**src/rtl/fb_scanout_ctrl.sv**
```systemverilog
// fb_scanout_ctrl
// ----------------------------------------------------------------------------
// Schedules one framebuffer line fetch per displayed 480p line, one line ahead
// of the beam, and owns front/back buffer selection. A renderer swap request
// is applied only on the last clock of the last visible line. This keeps the
// displayed frame from tearing. It also means the line-0 fetch issued at the
// end of vertical blanking already reads from the new front buffer.
//
// Ports
//   clk_pix      in   pixel clock (sole clock)
//   reset        in   asynchronous, active-high reset
//   x, y         in   beam column / line from the timing generator
//   swap_req     in   level: back buffer is ready to be shown
//   swap_done    out  one-cycle pulse: swap applied
//   front_buf    out  buffer currently displayed (back buffer = ~front_buf)
//   fetch_req    out  line-fetch request to the memory arbiter
//   fetch_addr   out  start word address of the requested line
//   fetch_line   out  line number being fetched (0..V_ACTIVE-1)
//   fetch_ack    in   arbiter accepted the request (one cycle)
//   underrun_clr in   clears the sticky underrun flag
//   underrun     out  sticky: a fetch was still pending when the next was due
// ----------------------------------------------------------------------------
module fb_scanout_ctrl #(
  parameter int H_ACTIVE    = 640,
  parameter int H_TOTAL     = 800,
  parameter int V_ACTIVE    = 480,
  parameter int V_TOTAL     = 500,
  parameter int ADDR_W      = 20,
  parameter int LINE_STRIDE = 640,
  parameter int FB0_BASE    = 0,
  parameter int FB1_BASE    = 307200
) (
  input  logic              clk_pix,
  input  logic              reset,
  input  logic [9:0]        x,
  input  logic [9:0]        y,
  input  logic              swap_req,
  output logic              swap_done,
  output logic              front_buf,
  output logic              fetch_req,
  output logic [ADDR_W-1:0] fetch_addr,
  output logic [8:0]        fetch_line,
  input  logic              fetch_ack,
  input  logic              underrun_clr,
  output logic              underrun
);

  localparam logic [9:0]        X_TRIG     = 10'(H_ACTIVE - 1);
  localparam logic [9:0]        X_SWAP     = 10'(H_TOTAL - 1);
  localparam logic [9:0]        Y_LAST_VIS = 10'(V_ACTIVE - 1);
  localparam logic [9:0]        Y_LAST     = 10'(V_TOTAL - 1);
  localparam logic [ADDR_W-1:0] BASE0_C    = ADDR_W'(FB0_BASE);
  localparam logic [ADDR_W-1:0] BASE1_C    = ADDR_W'(FB1_BASE);
  localparam logic [ADDR_W-1:0] STRIDE_C   = ADDR_W'(LINE_STRIDE);

  typedef enum logic [0:0] {
    ST_IDLE = 1'b0,
    ST_REQ  = 1'b1
  } state_t;

  state_t            state_q, state_d;
  logic [ADDR_W-1:0] addr_q, addr_d;
  logic [8:0]        line_q, line_d;
  logic              front_q, front_d;
  logic              done_q, done_d;
  logic              unr_q, unr_d;

  logic              trig_s;
  logic              swap_s;
  logic              unr_set_s;
  logic [8:0]        target_s;
  logic [ADDR_W-1:0] base_s;
  logic [ADDR_W-1:0] addr_s;

  // Decode fetch trigger, its target line/address and the swap event from the beam position.
  always_comb begin
    trig_s = (x == X_TRIG) && ((y < Y_LAST_VIS) || (y == Y_LAST));
    // The last blanking line prefetches line 0 of the next frame.
    if (y == Y_LAST) begin
      target_s = 9'd0;
    end else begin
      target_s = 9'(y + 10'd1);
    end
    base_s    = front_q ? BASE1_C : BASE0_C;
    addr_s    = base_s + (ADDR_W'(target_s) * STRIDE_C);
    swap_s    = (x == X_SWAP) && (y == Y_LAST_VIS) && swap_req;
    // A new trigger while the old request is still unacknowledged is an underrun.
    unr_set_s = (state_q == ST_REQ) && trig_s && !fetch_ack;
  end

  // FSM state register.
  always_ff @(posedge clk_pix or posedge reset) begin
    if (reset) begin
      state_q <= ST_IDLE;
    end else begin
      state_q <= state_d;
    end
  end

  // FSM next-state logic; a trigger always (re)enters REQ, even over a stale request.
  always_comb begin
    state_d = state_q;
    case (state_q)
      ST_IDLE: begin
        if (trig_s) begin
          state_d = ST_REQ;
        end else begin
          state_d = ST_IDLE;
        end
      end
      ST_REQ: begin
        if (trig_s) begin
          state_d = ST_REQ;
        end else if (fetch_ack) begin
          state_d = ST_IDLE;
        end else begin
          state_d = ST_REQ;
        end
      end
      default: begin
        state_d = ST_IDLE;
      end
    endcase
  end

  // FSM output decode: the request is the REQ state itself.
  always_comb begin
    fetch_req = 1'b0;
    case (state_q)
      ST_IDLE: fetch_req = 1'b0;
      ST_REQ:  fetch_req = 1'b1;
      default: fetch_req = 1'b0;
    endcase
  end

  // Next values for the fetch descriptor, buffer select, swap pulse and underrun flag.
  always_comb begin
    if (trig_s) begin
      line_d = target_s;
      addr_d = addr_s;
    end else begin
      line_d = line_q;
      addr_d = addr_q;
    end

    if (swap_s) begin
      front_d = ~front_q;
    end else begin
      front_d = front_q;
    end
    done_d = swap_s;

    // Set has priority over clear.
    if (unr_set_s) begin
      unr_d = 1'b1;
    end else if (underrun_clr) begin
      unr_d = 1'b0;
    end else begin
      unr_d = unr_q;
    end
  end

  // Datapath registers.
  always_ff @(posedge clk_pix or posedge reset) begin
    if (reset) begin
      addr_q  <= '0;
      line_q  <= 9'd0;
      front_q <= 1'b0;
      done_q  <= 1'b0;
      unr_q   <= 1'b0;
    end else begin
      addr_q  <= addr_d;
      line_q  <= line_d;
      front_q <= front_d;
      done_q  <= done_d;
      unr_q   <= unr_d;
    end
  end

  assign fetch_addr = addr_q;
  assign fetch_line = line_q;
  assign front_buf  = front_q;
  assign swap_done  = done_q;
  assign underrun   = unr_q;

endmodule

```
**config.mk**
```make
export PLATFORM = sky130hd
export DESIGN_NAME = fb_scanout_ctrl
export DESIGN_NICKNAME = d
export VERILOG_FILES = /design/src/rtl/fb_scanout_ctrl.sv
export SDC_FILE = /design/constraint.sdc
export NUM_CORES = 1
export LEC_CHECK = 0
export CAP_MARGIN = 5
export CORE_ASPECT_RATIO = 2
export CORE_MARGIN = 3
export CORE_UTILIZATION = 51
export DETAILED_ROUTE_END_ITERATION = 6
export HOLD_SLACK_MARGIN = 0.02
export PLACE_DENSITY = 0.89
export SYNTH_ARGS = -nofsm -noshare
export SYNTH_HDL_FRONTEND = slang
export SYNTH_SLANG_ARGS = --single-unit
```
**constraint.sdc**
```tcl
create_clock -name clk_pix -period 3.6 [get_ports clk_pix]
set_input_delay 0.54 -clock clk_pix [delete_from_list [all_inputs] [get_ports clk_pix]]
set_output_delay 0.54 -clock clk_pix [all_outputs]
set_load 0.02 [all_outputs]
```
==> impl_metrics.ini <==
[setup_path]
start_kind = primary input
worstPathMaxFanout = 5
cp_cell_sequence = clkbuf_2 -> ha_4 -> buf_6 -> nand3_1 -> xor2_1 -> nor2_2 -> ha_4 -> ha_4 -> a21oi_4 -> o21ai_4 -> o21ai_2 -> nor2b_4 -> xnor2_2 -> ha_1 -> a41o_1 -> and4_4 -> o31a_1
worstPathRequired_ns = 3.79
max_stage_delay_ns = 0.35
arrival_ns = 3.84
path_common_cell = ha_4
crit_family = adder cells
crit_buf_inv = 2
path_class = in -> reg
cp_slowest_cell = ha_1
worst_setup_path_end_kind = flop

[synthesis]
synthArstFlopShare_pct = 100
synth_xor_area_share_pct = 6.88
synth_warnings = 0
synth_simple_gate_area_share_pct = 18.4
syn_inst = 192
synth-seq-cells = 24
synth_edf_count = 0
avgSynthCellArea_um2 = 9.85
ys_types = 44
synth_top_family_by_area = simple AND/OR/NAND/NOR gates
syn_area_um2 = 1890
synth.area.mux_share_pct = 8.33
synthAdderAreaFrac_pct = 14.7
synth_compound_area_share_pct = 12.6
ys.flop_type = dfrtp_1
ys_seq_area_share_pct = 31.7

[timing]
setup_viol = 2
fmax_ghz = 0.274
slew-limit-headroom_pct = 37.3
drv_slew = 0
worst_pin_slew_ns = 0.939
post-route-period-util_pct = 101
setup_ws_ns = -0.0499
clock_skew_ns = 0.00295
final_hold_viol_count = 0
min_period_ns = 3.65

[power]
vdd.ir_drop.worst_uv = 232
p_per_area_nw_per_um2 = 352
cellLeakagePower_nw = 1.47
total_power_mw = 1.13

[clocking]
cts_buffers = 3
cts_tree = built
cts-hold-fix-buffers = 0
cts_root_buffer = clkbuf_8
clock-sinks = 24
clk_latency_ns = 0.29
clk_pin_slew_ns = 0.10
htreeDepth = 1
cts_max_path_buffers = 2

[final_layout]
layout-drive-gt1-share_pct = 44.2
fill_cells = 133
final_util_pct = 91.8
final_common_cell = buf_4
final_area_um2 = 3200
regArea_um2 = 601
area_growth_pct = 69.4
mostFrequentLayoutCells = buf_4 (59), clkdlybuf4s50_1 (40), dfrtp_1 (24)
multi_input_area_um2 = 1450
num_antenna_cells = 0
fin_cells = 351
final_nets = 350

[drt]
firstDrtPassIters = 4
routed_wl_um = 8110
avgViaCountPerCell = 6.06
ant_nets = 0
drt-wirelength-per-cell_um = 23.1
vias = 2128
drt_iter0_drc = 113
drc = 0

[global_routing]
track_usage_pct = 30.8
grt_pass1_wl_um = 10400
antenna_found_initial = 0
grt_pass1_vias = 2133
grt_max_degree = 25
globalRoute.totalOverflow = 0

[run]
cap_violations = 0

[floorplan]
fp-row-count = 30
fp.dieW_um = 49.1
dieArea_um2 = 4520
start_util_pct = 54.2
core_um2 = 3490
ios = 58
die_h_um = 92.1

[placement]
postPlaceCellArea_um2 = 2770
gp_congestion = 0.828
portBuffers = 50
pre_cts_ws_ns = -0.852
dpl.hpwl_um = 4100
dp_cells = 330

[min_path]
hold_class = reg -> reg

[outcome]
violations = negative setup slack
outcome = finished with violations
## worst paths after layout
kind | from | endpoint | slack, ns | cells after the start
hold / removal | fetch_addr[13] | fetch_addr[13] | 0.49 | 2
max in group asynchronous | reset | fetch_addr[14] | 2.28 | 2
hold reg to reg | fetch_addr[13] | fetch_addr[13] | 0.49 | 2
setup reg to reg | front_buf | fetch_addr[18] | 1.62 | 7
min in group asynchronous | reset | fetch_addr[11] | 0.75 | 2
setup / recovery | y[1] | fetch_addr[18] | -0.05 | 17
## layout make-up
| cell class | count | share of cell area (%) |
|---|---|---|
| multi-input cells | 149 | 45.4 |
| inverters | 12 | 1.41 |
| well taps | 48 | 1.87 |
| clock buffers | 3 | 1.29 |
| repair buffers | 114 | 30.4 |
| clock inverters | 1 | 0.937 |
| flip-flops and latches | 24 | 18.7 |
## power breakdown
| part | total (mW) | leakage (nW) | internal (mW) | switching [mW] |
|---|---|---|---|---|
| Sequential | 0.278 | 0.329 | 0.275 | 0.00312 |
| Clock | 0.257 | 0.0357 | 0.149 | 0.107 |
| Combinational | 0.594 | 1.11 | 0.304 | 0.290 |
| Total | 1.13 | 1.47 | 0.728 | 0.400 |
## logic make-up (layout without fill, tap and decap cells)
logic type      count (synthesis)  count (layout)
mux                            14              14
buf+inv                        25             130
simple gates                   61              61
xor+xnor                       14              14
fa+ha+maj                      21              21
other cells                     1               7
compound gates                 32              32
flops                          24              24
## flip-flops by register name, indices dropped and copies added (netlist names)
signal / count
underrun: 1
fetch_line: 9
state_q: 1
fetch_addr: 11
front_buf: 1
swap_done: 1
## routing by layer
metal	track usage [%]	wire length, um	share of wire [%]	vias to the layer above
met5	0	0	0	-
met2	59.3	4190	52	156
li1	-	-	-	889
met3	5.04	587	7.2	58
met1	28.5	2680	33	1025
met4	19.2	656	8.1	0
## synthesized netlist by cell type, types with 3 or more instances
| cell type | number | share of area [%] |
|---|---|---|
| inv_1 | 12 | 2.4 |
| buf_4 | 10 | 4.0 |
| ha_1 | 19 | 13 |
| a21oi_1 | 4 | 1.1 |
| dfrtp_1 | 24 | 32 |
| xnor2_1 | 11 | 5.1 |
| mux2_2 | 14 | 8.3 |
| nand3_1 | 7 | 1.9 |
| nor2_1 | 15 | 3.0 |
| o21ai_0 | 12 | 3.2 |
| nand2_1 | 13 | 2.6 |
| nor3_1 | 3 | 0.79 |
| nor2b_1 | 6 | 2.0 |
## timing repair
| action | CTS | global route |
|---|---|---|
| hold endpoints to repair | 0 | 0 |
| pin swaps | 21 | 21 |
| endpoints found under the setup margin | 6 | 5 |
| buffers inserted | 13 | 4 |
| gates resized for setup | 36 | 37 |
## stage by stage
step | hold WS [ns] | TNS (ns)
finish | 0.493 | -0.0991
global route | 0.535 | -0.585
CTS | 0.489 | 0
detailed placement | 0.468 | -4.59
global placement | 0.461 | -3.49
floorplan | 0.555 | -0.0459
## worst register-to-register path, cell delays in order (launching register included)
cell     delay [ns]
dfrtp_1        0.56
ha_2           0.25
inv_1          0.05
fa_1           0.37
inv_1          0.09
a41o_1         0.20
a31oi_1        0.10
o31a_1         0.26
Power figures use the tool's default switching activity.
